[config.mk]
export PLATFORM = sky130hd
export DESIGN_NAME = riscv_core_branch_predictor
export DESIGN_NICKNAME = d
export VERILOG_FILES = /design/src/rtl/riscv_core_branch_predictor.sv
export SDC_FILE = /design/constraint.sdc
export NUM_CORES = 2
export LEC_CHECK = 0
export CORE_MARGIN = 3
export CORE_UTILIZATION = 63
export CTS_CLUSTER_SIZE = 24
export DETAILED_ROUTE_END_ITERATION = 12
export HOLD_SLACK_MARGIN = 0.03
export PLACE_DENSITY = 0.82
export REMOVE_ABC_BUFFERS = 1
export SLEW_MARGIN = 5
export SYNTH_ARGS = -nofsm -noshare
export SYNTH_HDL_FRONTEND = slang
export SYNTH_SLANG_ARGS = --single-unit
[constraint.sdc]
create_clock -name i_branch_predictor_clk -period 43.3 [get_ports i_branch_predictor_clk]
set_input_delay 10.825 -clock i_branch_predictor_clk [delete_from_list [all_inputs] [get_ports i_branch_predictor_clk]]
set_output_delay 10.825 -clock i_branch_predictor_clk [all_outputs]
set_load 0.005 [all_outputs]
[src/rtl/riscv_core_branch_predictor.sv]
// Direct-mapped branch target buffer with 2-bit saturating direction counters.
// Lookup is combinational on the fetch PC; updates from EX land on the next rising edge.
module riscv_core_branch_predictor #(
  parameter int ADDRLEN     = 32,
  parameter int NUM_ENTRIES = 16
) (
  input  logic               i_branch_predictor_clk,
  input  logic               i_branch_predictor_rst,
  input  logic [ADDRLEN-1:0] i_branch_predictor_fetch_PC,
  output logic               o_branch_predictor_valid,
  output logic               o_branch_predictor_isTaken,
  output logic [ADDRLEN-1:0] o_branch_predictor_predictedAddr,
  input  logic               i_branch_predictor_update_en,
  input  logic [ADDRLEN-1:0] i_branch_predictor_update_PC,
  input  logic [ADDRLEN-1:0] i_branch_predictor_update_target,
  input  logic               i_branch_predictor_update_taken,
  input  logic               i_branch_predictor_update_is_branch,
  input  logic               i_branch_predictor_flush
);

  localparam int IDXW = $clog2(NUM_ENTRIES);
  localparam int TAGW = ADDRLEN - IDXW - 1;

  logic               entry_valid  [NUM_ENTRIES];
  logic [TAGW-1:0]    entry_tag    [NUM_ENTRIES];
  logic [ADDRLEN-1:0] entry_target [NUM_ENTRIES];
  logic [1:0]         entry_cnt    [NUM_ENTRIES];

  // PC[0] never selects an entry: compressed instructions are 16-bit aligned.
  logic [IDXW-1:0] fetch_idx;
  logic [TAGW-1:0] fetch_tag;
  logic [IDXW-1:0] upd_idx;
  logic [TAGW-1:0] upd_tag;
  logic            fetch_hit;
  logic            upd_hit;
  logic [1:0]      upd_cnt_next;

  assign fetch_idx = i_branch_predictor_fetch_PC[IDXW:1];
  assign fetch_tag = i_branch_predictor_fetch_PC[ADDRLEN-1:IDXW+1];
  assign upd_idx   = i_branch_predictor_update_PC[IDXW:1];
  assign upd_tag   = i_branch_predictor_update_PC[ADDRLEN-1:IDXW+1];

  assign fetch_hit = entry_valid[fetch_idx] && (entry_tag[fetch_idx] == fetch_tag);
  assign upd_hit   = entry_valid[upd_idx] && (entry_tag[upd_idx] == upd_tag);

  // Outputs are forced to zero on a miss so stale targets never reach next-PC.
  always_comb begin
    o_branch_predictor_valid         = 1'b0;
    o_branch_predictor_isTaken       = 1'b0;
    o_branch_predictor_predictedAddr = '0;
    if (fetch_hit) begin
      o_branch_predictor_valid         = 1'b1;
      o_branch_predictor_isTaken       = entry_cnt[fetch_idx][1];
      o_branch_predictor_predictedAddr = entry_target[fetch_idx];
    end
  end

  always_comb begin
    upd_cnt_next = entry_cnt[upd_idx];
    if (i_branch_predictor_update_taken) begin
      if (entry_cnt[upd_idx] != 2'b11) upd_cnt_next = entry_cnt[upd_idx] + 2'b01;
    end else begin
      if (entry_cnt[upd_idx] != 2'b00) upd_cnt_next = entry_cnt[upd_idx] - 2'b01;
    end
  end

  always_ff @(posedge i_branch_predictor_clk or posedge i_branch_predictor_rst) begin
    if (i_branch_predictor_rst) begin
      for (int i = 0; i < NUM_ENTRIES; i++) begin
        entry_valid[i]  <= 1'b0;
        entry_tag[i]    <= '0;
        entry_target[i] <= '0;
        entry_cnt[i]    <= 2'b01;
      end
    end else if (i_branch_predictor_flush) begin
      // Only valid bits drop; history survives for when entries are re-allocated.
      for (int i = 0; i < NUM_ENTRIES; i++) entry_valid[i] <= 1'b0;
    end else if (i_branch_predictor_update_en) begin
      if (upd_hit) begin
        if (i_branch_predictor_update_is_branch) begin
          entry_cnt[upd_idx] <= upd_cnt_next;
          if (i_branch_predictor_update_taken)
            entry_target[upd_idx] <= i_branch_predictor_update_target;
        end else begin
          entry_cnt[upd_idx]    <= 2'b11;
          entry_target[upd_idx] <= i_branch_predictor_update_target;
        end
      end else if (i_branch_predictor_update_taken) begin
        entry_valid[upd_idx]  <= 1'b1;
        entry_tag[upd_idx]    <= upd_tag;
        entry_target[upd_idx] <= i_branch_predictor_update_target;
        entry_cnt[upd_idx]    <= i_branch_predictor_update_is_branch ? 2'b10 : 2'b11;
      end
    end
  end

endmodule

=== After elaboration in Yosys (flattened, before gate mapping) ===
Cells that the tools add are included.

* Add/sub/neg operators: 2
* $lt $le $gt $ge: 3
* Equal/unequal tests: 4
* Muxes and demuxes: 50
* Bitwise operators: 6
* Reductions and logical operators: 11

{| class="wikitable"
|+ Operators by type and width
! kind !! number
|-
| 512-bit two-way mux || 3
|-
| 512-bit bitwise mux || 1
|-
| 432-bit bitwise mux || 1
|-
| 32-bit two-way mux || 7
|-
| 27-bit binary-select mux with 4-bit select || 2
|-
| 27-bit two-way mux || 5
|-
| 32-bit binary-select mux with 4-bit select || 1
|-
| 32-bit demux with 4-bit select || 1
|-
| 27-bit demux with 4-bit select || 1
|-
| 32-bit bitwise mux || 2
|-
| 16-bit two-way mux || 4
|-
| 27-bit equality test || 2
|-
| 32-bit bitwise OR || 1
|-
| 2-bit binary-select mux with 4-bit select || 2
|-
| 2-bit two-way mux || 8
|-
| 16-bit bitwise OR || 1
|-
| 5-bit greater-or-equal comparator (second input constant) || 2
|-
| 4-bit inverter with 5-bit output || 2
|-
| 1-bit binary-select mux with 4-bit select || 2
|-
| 2-bit demux with 4-bit select || 1
|-
| 1-bit two-way mux || 8
|-
| 2-bit nonzero test || 4
|-
| 3-bit AND reduction || 2
|-
| 5-bit by 1-bit < comparator with 1-bit output (second input constant) || 1
|-
| other kinds (8) || 12
|}

* Bits in registers: 992
* Input bits: 102

=== Longest topological paths before layout ===
* Word-level depth: 10
* Depth in mapped cells: 18
* Gate-level depth less buffers: 10

=== Least setup slack after synthesis ===
No wires, ideal clock.

* Path type: input to output
* Start point: input port i_branch_predictor_fetch_PC[1]
* End point: output port o_branch_predictor_predictedAddr[0]
* Data arrival time: 14131 ps
* Slack: 18344 ps
* Stages on the path: 10
* Cells stage by stage: clkbuf_1 -> buf_1 -> buf_1 -> mux4_2 -> mux4_2 -> xor2_1 -> nor4_1 -> nand4_1 -> clkbuf_1 -> nor2b_1

* Cells in the longest elaborated chain, start to end: 7

{| class="wikitable"
|+ RTL lines
! item !! RTL line !! RTL
|-
| start: declaration || 9 || <nowiki>input logic [ADDRLEN-1:0] i_branch_predictor_fetch_PC,</nowiki>
|-
| 4-bit inverter with 5-bit output (implied by the code) * || 43, 54 ||
|-
| 27-bit binary-select mux with 4-bit select || 43 || <nowiki>assign fetch_hit = entry_valid[fetch_idx] && (entry_tag[fetch_idx] == fetch_tag);</nowiki>
|-
| 27-bit two-way mux (implied by the code) (2 in a row) || 43 ||
|-
| 27-bit equality test || 43 ||
|-
| 1-bit logical AND || 43 ||
|-
| 32-bit two-way mux * || 51 || <nowiki>if (fetch_hit) begin</nowiki>
|-
| end: declaration || 12 || <nowiki>output logic [ADDRLEN-1:0] o_branch_predictor_predictedAddr,</nowiki>
|}

Mark *: on every way between the ends. The rest lies on a longest branch, timed or not. The select of a mux whose other input is x is not followed.

=== Worst setup path in the final report ===
* Start point: input port i_branch_predictor_fetch_PC[1]
* End point: output port o_branch_predictor_predictedAddr[2]

Same word-level chain as after synthesis.

==> metrics <==
Post-synth ARST share=100%; Die Y=292 um; post-DR vias/cell=6.96; Slew HR=21.6%; CP Capture Type=output port; most frequent cells in the layout=dfrtp_1 (976), mux2_2 (726), mux4_2 (376), mux2_4 (190), clkdlybuf4s50_1 (125); Peak Freq=37.8 MHz; Tot GR Track Use=32.6%; end-of-flow core utilization=70.1%; fill count=5080; total core area=0.0808 mm^2; Arr. time, crit path=15.62 ns; CTS tree=done; Iter 0 DRT Violations=2912; Die Area=0.0853 mm^2; top post-synthesis cells by area=dfrtp_1 (47%), mux4_2 (16%), mux2_2 (16%); switching portion of total power=25.3%; IO Count=136; hold_buf cts=0; Reg clk slew, reported paths=0.06 ns; Routed Antenna Nets=0; worst setup margin=16.86 ns; first-pass detailed-route iteration total=7; Skew-Pair Late Insertion Delay=0.68 ns; register area=0.0248 mm^2; clock share of power=38.6%; Most used DFF post-synth=dfrtp_1; synthesized area=0.0515 mm^2; Pleak=25.7 nW; initial antenna violation count=9; Max-cap violations=0; layout cells sized above 1=47.3%; Worst EP required=32.48 ns; most common cell after layout, fill and taps aside=dfrtp_1; Netlist cell types=83; register area share after synthesis=48.2%; final WL=137 mm; Worst Hold Class=flip-flop to flip-flop; setup bufs post-CTS=0; CP max FO=57; Net count, final=3378; Power Dens Cells=43.8 mW/mm^2; status=complete, no violations; Worst Skew=0.0191 ns; Area Overhead vs Synth=9.93%; Residual DRC=0; Setup violations, final=0; Slew Limit Fails=0; # H-tree levels=3; routed via count=30800; Fin. Hold Viols=0; # clock sinks=992; vias in the first global route=33800; Synth Area per Inst=15.7 um^2; Yosys top cell area share=47.4%; Syn Inst Count=3276; kind of start point of the critical path=input port; Starting Density=63.8%; multi-input combinational cell area=0.0249 mm^2; maximum vdd drop=0.0000393 V; shortest period the worst path allows=26.44 ns; drt wl/cell=30.9 um; Tcrit/Tclk final=61.1%; Worst R2R Setup Slack=37.86 ns; largest net degree at the start of global routing=197; combinational power share=15.8%; slew of the pin with the lowest slew margin=1.17 ns; clk root buf=clkbuf_16; Detailed Place HPWL=79.3 mm; final cell count without fillers=4428; RSZ-0062 raised after global routing=no; Sequential Power Share=45.6%; gr ovfl total=0; P_sw=628 uW; Setup CP Type=input port to output port; pre-CTS setup slack=16.78 ns; cts repair resizes=0; Seq cells post-synth=992; number of synthesized flops with an enable pin=0; cts bufs inserted=104; PortBufs=133; GP Congestion=0.931; cell row count=104; setup TNS=0 ns; Pint=1.85 mW; placed insts=4230; Max clock buf depth=3; first-pass GRT wire length=211 mm; synth warn=0; Die W=292 um; cell taking the most area after synthesis=dfrtp_1
## through the flow
stage               cell area, um^2  power, mW  hold slack [ns]
global placement              52900       1.50            0.468
global route                  56600       2.57            0.502
floorplan                     49700       1.40            0.459
detailed placement            52900       1.53            0.475
finish                        56600       2.48            0.486
CTS                           56600       2.49            0.489
## registers in the layout (all words and copies together), names as in the netlist
register and count:
entry_valid 16, entry_tag 432, entry_cnt 32, entry_target 512
## synth_stat cells, types with 20 or more instances
library cell and number:
buf_6 57, xnor2_1 32, dfrtp_1 976, buf_4 20, a22oi_1 27, nor2_1 35
mux2_4 190, a22o_1 20, mux2_1 73, buf_2 20, nand2_1 61, mux4_2 376
mux2i_1 105, clkbuf_1 120, nor2b_1 44, mux2_2 726, buf_1 66, o22ai_1 20
## power by group through the flow
| stage | clock [mW] | combinational [mW] | sequential, mW |
|---|---|---|---|
| 2_1_floorplan | 0 | 0.280 | 1.12 |
| 5_1_grt | 1.01 | 0.417 | 1.15 |
| 6_report | 0.957 | 0.392 | 1.13 |
| 3_5_place_dp | 0 | 0.388 | 1.14 |
| 4_1_cts | 0.967 | 0.392 | 1.13 |
| 3_3_place_gp | 0 | 0.372 | 1.13 |
## area by class of cell
cell class              count  area share [%]
diodes                      5          0.0221
clock buffers             164            5.59
clock inverters            29           0.972
inverters                  17           0.126
multi-input cells        1972            43.9
flip-flops and latches    992            43.9
well taps                1060            2.34
repair buffers            189            3.14
## logic make-up (layout without fill, tap and decap cells)
| logic type | Yosys count | in the layout | synth area share (%) |
|---|---|---|---|
| flops | 992 | 992 | 48.2 |
| fa+ha+maj | 2 | 2 | 0.0388 |
| simple gates | 257 | 257 | 2.98 |
| compound gates | 197 | 197 | 2.92 |
| xor+xnor | 46 | 46 | 0.782 |
| other cells | 0 | 5 | 0 |
| mux | 1470 | 1470 | 41.5 |
| buf+inv | 312 | 399 | 3.60 |
## critical path: stages
cell and delay [ns]:
buf_8 0.50, buf_4 0.83, mux4_2 0.60, mux4_2 0.49, xnor2_1 0.43, nand4_1 0.34
nor3_1 0.25, nand4_1 0.12, buf_4 0.35, nor2b_1 0.24, clkdlybuf4s50_1 0.52
## final timing paths
kind                                                 from                                   to  cells past startpoint
hold / removal               entry_target[98]$_DFFE_PP0P_         entry_target[98]$_DFFE_PP0P_                      1
hold reg to reg              entry_target[98]$_DFFE_PP0P_         entry_target[98]$_DFFE_PP0P_                      1
max in group asynchronous          i_branch_predictor_rst           entry_tag[213]$_DFFE_PP0P_                      4
setup reg to reg                entry_tag[83]$_DFFE_PP0P_           entry_tag[381]$_DFFE_PP0P_                     11
setup / recovery           i_branch_predictor_fetch_PC[1]  o_branch_predictor_predictedAddr[2]                     11
min in group asynchronous          i_branch_predictor_rst           entry_tag[151]$_DFFE_PP0P_                      2
## routing by layer
metal,vias to the layer above,track usage [%],routed length (um)
met1,16400,43.2,52500
met3,433,6.24,10200
met4,8,15.8,7200
met5,-,0,49
li1,12500,-,-
met2,1447,52.7,66700
Note: power is estimated with default switching activity, not from simulation.
